$ cat config.mk
export PLATFORM = sky130hd
export DESIGN_NAME = board_flat
export DESIGN_NICKNAME = d
export VERILOG_FILES = /design/src/rtl/board_if.sv /design/src/rtl/board.sv /design/src/flat_wrapper.sv
export SDC_FILE = /design/constraint.sdc
export NUM_CORES = 1
export LEC_CHECK = 0
export CORE_ASPECT_RATIO = 1.25
export CORE_UTILIZATION = 40
export CTS_CLUSTER_SIZE = 24
export DETAILED_ROUTE_END_ITERATION = 12
export PLACE_DENSITY = 0.59
export SYNTH_ARGS = -nofsm -noshare
export SYNTH_HDL_FRONTEND = slang
export SYNTH_SLANG_ARGS = --single-unit
$ cat constraint.sdc
create_clock -name clk -period 3.92 [get_ports clk]
set_input_delay 0.784 -clock clk [delete_from_list [all_inputs] [get_ports clk]]
set_output_delay 0.784 -clock clk [all_outputs]
set_load 0.1 [all_outputs]
$ cat src/rtl/board_if.sv
// Bus bundle between the board store, the game controller and the pixel renderer.
// With BOARD_HIGHLIGHT_EN defined the bundle also carries sel_addr.
interface board_if;
    logic [5:0] addr;
    logic [2:0] r;
    logic [2:0] g;
    logic [1:0] b;
    logic       clr_valid;
    logic [5:0] clr_a;
    logic [5:0] clr_b;
    logic       clr_ok;
    logic       clr_err;
    logic [5:0] remaining;
`ifdef BOARD_HIGHLIGHT_EN
    logic [5:0] sel_addr;

    modport master (output addr, clr_valid, clr_a, clr_b, sel_addr,
                    input  r, g, b, clr_ok, clr_err, remaining);
    modport slave  (input  addr, clr_valid, clr_a, clr_b, sel_addr,
                    output r, g, b, clr_ok, clr_err, remaining);
`else
    modport master (output addr, clr_valid, clr_a, clr_b,
                    input  r, g, b, clr_ok, clr_err, remaining);
    modport slave  (input  addr, clr_valid, clr_a, clr_b,
                    output r, g, b, clr_ok, clr_err, remaining);
`endif
endinterface

$ cat src/rtl/board.sv
// 6x6 tile-state store with registered colour lookup and matched-pair removal.
// Optional BOARD_HIGHLIGHT_EN inverts the colour of the selected non-empty cell.
module board (
    input  logic    clk,
    input  logic    rst_n,
    board_if.slave  bus
);
    localparam int unsigned CELLS = 36;
    localparam int unsigned ID_W  = 3;
    localparam int unsigned AW    = 6;
    localparam int unsigned COL_W = 8;

    logic [ID_W-1:0]  r_cells [CELLS];
    logic [COL_W-1:0] r_col;
    logic             r_ok;
    logic             r_err;
    logic [AW-1:0]    r_remaining;

    logic [ID_W-1:0]  w_rd_id;
    logic [ID_W-1:0]  w_id_a;
    logic [ID_W-1:0]  w_id_b;
    logic [COL_W-1:0] w_col;
    logic             w_acc;

    // Packed {r[2:0], g[2:0], b[1:0]} palette.
    function automatic logic [COL_W-1:0] palette(input logic [ID_W-1:0] id);
        case (id)
            3'd1:    palette = {3'd7, 3'd0, 2'd0};
            3'd2:    palette = {3'd0, 3'd7, 2'd0};
            3'd3:    palette = {3'd0, 3'd0, 2'd3};
            3'd4:    palette = {3'd7, 3'd7, 2'd0};
            3'd5:    palette = {3'd7, 3'd0, 2'd3};
            3'd6:    palette = {3'd0, 3'd7, 2'd3};
            3'd7:    palette = {3'd7, 3'd7, 2'd3};
            default: palette = '0;
        endcase
    endfunction

    // Lookups read the pre-update array, giving read-before-write on collisions.
    always_comb begin
        w_rd_id = '0;
        w_id_a  = '0;
        w_id_b  = '0;
        if (bus.addr  < AW'(CELLS)) w_rd_id = r_cells[bus.addr];
        if (bus.clr_a < AW'(CELLS)) w_id_a  = r_cells[bus.clr_a];
        if (bus.clr_b < AW'(CELLS)) w_id_b  = r_cells[bus.clr_b];
        w_acc = bus.clr_valid && (bus.clr_a < AW'(CELLS)) && (bus.clr_b < AW'(CELLS)) &&
                (bus.clr_a != bus.clr_b) && (w_id_a != '0) && (w_id_a == w_id_b);
        w_col = palette(w_rd_id);
`ifdef BOARD_HIGHLIGHT_EN
        if ((bus.addr == bus.sel_addr) && (w_rd_id != '0)) w_col = ~w_col;
`endif
    end

    always_ff @(posedge clk or negedge rst_n) begin
        if (!rst_n) begin
            for (int a = 0; a < int'(CELLS); a++)
                r_cells[a] <= ID_W'(((a / 2) % 6) + 1);
            r_col       <= '0;
            r_ok        <= 1'b0;
            r_err       <= 1'b0;
            r_remaining <= AW'(CELLS);
        end else begin
            r_col <= w_col;
            r_ok  <= w_acc;
            r_err <= bus.clr_valid && !w_acc;
            if (w_acc) begin
                r_cells[bus.clr_a] <= '0;
                r_cells[bus.clr_b] <= '0;
                r_remaining        <= r_remaining - AW'(2);
            end
        end
    end

    assign bus.r         = r_col[7:5];
    assign bus.g         = r_col[4:2];
    assign bus.b         = r_col[1:0];
    assign bus.clr_ok    = r_ok;
    assign bus.clr_err   = r_err;
    assign bus.remaining = r_remaining;
endmodule

$ cat src/flat_wrapper.sv
// flat-port wrapper written by rule: the top's interface ports become plain ports
module board_flat 
  (clk, rst_n, bus_addr, bus_clr_valid, bus_clr_a, bus_clr_b, bus_r, bus_g, bus_b, bus_clr_ok, bus_clr_err, bus_remaining);
  board_if bus_i ();
  input  logic clk;
  input  logic rst_n;
  input wire logic [$bits(bus_i.addr)-1:0] bus_addr;
  input wire logic [$bits(bus_i.clr_valid)-1:0] bus_clr_valid;
  input wire logic [$bits(bus_i.clr_a)-1:0] bus_clr_a;
  input wire logic [$bits(bus_i.clr_b)-1:0] bus_clr_b;
  output wire logic [$bits(bus_i.r)-1:0] bus_r;
  output wire logic [$bits(bus_i.g)-1:0] bus_g;
  output wire logic [$bits(bus_i.b)-1:0] bus_b;
  output wire logic [$bits(bus_i.clr_ok)-1:0] bus_clr_ok;
  output wire logic [$bits(bus_i.clr_err)-1:0] bus_clr_err;
  output wire logic [$bits(bus_i.remaining)-1:0] bus_remaining;
  assign bus_i.addr = bus_addr;
  assign bus_i.clr_valid = bus_clr_valid;
  assign bus_i.clr_a = bus_clr_a;
  assign bus_i.clr_b = bus_clr_b;
  assign bus_r = bus_i.r;
  assign bus_g = bus_i.g;
  assign bus_b = bus_i.b;
  assign bus_clr_ok = bus_i.clr_ok;
  assign bus_clr_err = bus_i.clr_err;
  assign bus_remaining = bus_i.remaining;
  board u_core (.clk(clk), .rst_n(rst_n), .bus(bus_i));
endmodule
==> run metrics <==
# setup viols final=0; share of layout cells above drive strength 1=31.6%; Period minus WS final=3.47 ns; fillers=1688; Net Sw Frac=28.2%; leakage power=3.46 nW; hold_buf cts=0; gr usage total=27.2%; Worst EP required=4.19 ns; Antenna Nets Post-Route=0; Gate power share=14.8%; Starting Density=40.8%; vias in the first global route=6331; TritonCTS clock tree=built; WL/cell=27.1 um; # H-tree levels=4; via count=6217; violated checks=DRC; DIE AREA=0.0196 sq mm; ant diodes=0; Min Hold Slack=0.457 ns; Most common cell on crit path=buf_12; postcts setup bufs=0; Yosys warnings=0; critical path, cell by cell=clkdlybuf4s50_1 > buf_12 > buf_12 > mux4_2 > and3_1 > a31oi_1 > and2_1 > nand4_1 > o21ai_1 > a31oi_2 > nor2_4 > buf_12 > a21boi_0; slowest cell on the critical path=clkdlybuf4s50_1; period utilization=88.6%; num rows=56; antenna violations before repair=0; Overflow after GRT=0; max layer used=met4; WP data arrival=3.75 ns; Slew Limit Headroom=34.6%; Nets=711; post_cts resized=0; die width=126 um; Layout area overhead=16.6%; clk_skew=0.00663 ns; Max-Cap Viols=0; dpl ws=0.0343 ns; Syn Inst Count=655; Hold Fails Final Rpt=0; Clk pwr share=46.2%; Seq cells post-synth=118; Reg power frac=39.1%; Reg clk slew, reported paths=0.06 ns; io pins=37; clk_lat worst skew=0.42 ns; met3 WL post-DR=1.61 mm; main flop type after synthesis=dfrtp_1; Multi-input gate area=0.00416 sq mm; M1 WL=10.0 mm; Netlist Area Pre-Place=0.00763 sq mm; first-pass iteration count of the detailed router=10; CTS Buffer Depth=2; Num CTS Buffers=17; largest net degree at the start of global routing=66; DP HPWL=18.5 mm; met2 WL=12.1 mm; Synth Net Count=677; critical path's largest stage delay=0.51 ns; status=complete, but fails checks; Power Dens Cells=359 mW/mm^2; DR DRC count=8; RSZ-0062 raised after global routing=false; FF+latch area=0.00302 sq mm; startpoint types=input pin; Die Y=156 um; CP Capture Type=flop; Avg Vias per Cell=6.66; first-pass GRT wire length=39.3 mm; first-iteration detailed-routing DRC count=821; I/O Buffers=35; Post-synth ARST share=100%; EDFF count, synth=0; Fin Setup TNS=0 ns; Root Driver=clkbuf_16; FMAX=0.288 GHz; Routed WL=25.3 mm; CTS Sinks=118; Mean Syn Cell Area=11.6 sq um; CP max FO=42; Hold Path Class=in -> async; Worst Tran Pin Value=0.977 ns; Setup WS post-layout=0.446 ns; Final Util=47.6%; CP Class=in -> reg; register area share after synthesis=39.6%; placer congestion estimate=0.984; Max VDD drop=0.265 mV; Sw Pwr=0.900 mW; Netlist cell types=63; max-slew violations=0; Core Region=0.0187 sq mm; design internal power=2.29 mW; total power=3.19 mW
## registers in the layout (all words and copies together), names as in the netlist
register	cells
u_core.r_col	3
u_core.bus.remaining	5
u_core.bus.clr_ok	1
u_core.r_cells	108
u_core.bus.clr_err	1
## worst max-delay path: cells and delay by family
kind	cells	cell delay, ns
compound gates	4	0.80
simple gates	4	0.73
mux	1	0.31
buf+inv	4	1.09
## per-stage QoR
step	cell area [sq um]	std cells
2_1_floorplan	7630	655
3_3_place_gp	8330	902
3_5_place_dp	8330	902
4_1_cts	8900	934
5_1_grt	8900	934
6_report	8900	934
## power by group through the flow
stage               combinational (mW)  clock (mW)  sequential (mW)
CTS                              0.468        1.49             1.25
finish                           0.471        1.47             1.25
global placement                 0.462           0             1.27
detailed placement               0.467           0             1.27
floorplan                        0.207           0             1.36
global route                     0.496        1.55             1.25
## cells in the final DEF (no fill, tap or decap), drive strengths merged, types with 3 or more instances in the layout
master	synthesis	routed
a21boi	106	106
a21oi	13	13
a221oi	11	11
a22oi	9	9
a31oi	13	13
a32oi	3	3
and2	3	3
and3	4	4
and3b	5	5
buf	48	50
clkbuf	17	21
clkdlybuf4s50	0	30
clkinv	1	8
clkinvlp	0	3
dfrtp	62	62
dfstp	56	56
inv	14	14
mux2	17	17
mux2i	17	17
mux4	58	58
nand2	25	25
nand2b	4	4
nand3	12	12
nand3b	9	9
nor2	16	16
nor2b	8	8
nor3	8	8
nor3b	6	6
o21ai	18	18
o22ai	42	42
o31ai	3	3
or3	4	4
or3b	6	6
xnor2	5	5
xor2	7	7
## per-layer routing
| layer | GRT usage (%) | up-vias |
|---|---|---|
| met5 | 0 | - |
| met4 | 18.7 | 0 |
| met3 | 5.26 | 84 |
| met1 | 33.0 | 3175 |
| met2 | 43.8 | 330 |
| li1 | - | 2628 |
## final cells by class
class | count | share of cell area, %
clock buffer | 21 | 5.18
clock inverter | 11 | 1.15
inverter | 15 | 0.633
multi-input combinational | 457 | 46.8
sequential | 118 | 34.0
tap | 232 | 3.26
timing repair buffer | 80 | 9.03
## cells in the mapped netlist (13+ instances only)
master	n	area share, %
nor2_1	15	0.74
a21boi_1	76	7.5
mux2_2	16	2.4
o21ai_0	16	1.0
o22ai_1	42	3.4
dfrtp_1	62	20
inv_1	13	0.64
a21oi_1	13	0.85
clkbuf_1	17	0.84
buf_2	22	1.4
dfstp_2	56	19
mux4_2	58	17
nand2_1	25	1.2
a21boi_0	30	3.0
mux2i_1	17	2.2
## cell families (layout without fill, tap and decap cells)
group / count (synthesis) / in the layout / share of synthesized area [%]
buffers and inverters: 80 / 127 / 5.82
AOI/OAI and AO/OA: 230 / 230 / 21.5
muxes: 92 / 92 / 21.9
adders and majority gates: 3 / 3 / 0.426
and+or+nand+nor: 119 / 119 / 9.38
DFF: 118 / 118 / 39.6
other: 1 / 1 / 0.0492
xor gates and xnor gates: 12 / 12 / 1.38
## path summary, 6_finish.rpt
| kind | from | endpoint | slack [ns] | depth (start not counted) |
|---|---|---|---|---|
| worst max-delay path | bus_clr_a[2] | u_core.r_cells[67] | 0.45 | 13 |
| min in group clk | u_core.r_cells[22] | u_core.r_cells[22] | 0.50 | 1 |
| worst min-delay path | rst_n | u_core.r_cells[68] | 0.46 | 1 |
| worst min register to register | u_core.r_cells[22] | u_core.r_cells[22] | 0.50 | 1 |
| worst max register to register | u_core.r_cells[51] | u_core.r_cells[67] | 1.09 | 10 |
| max in group asynchronous | rst_n | u_core.r_cells[5] | 2.63 | 2 |
(Power assumes the default switching activity.)
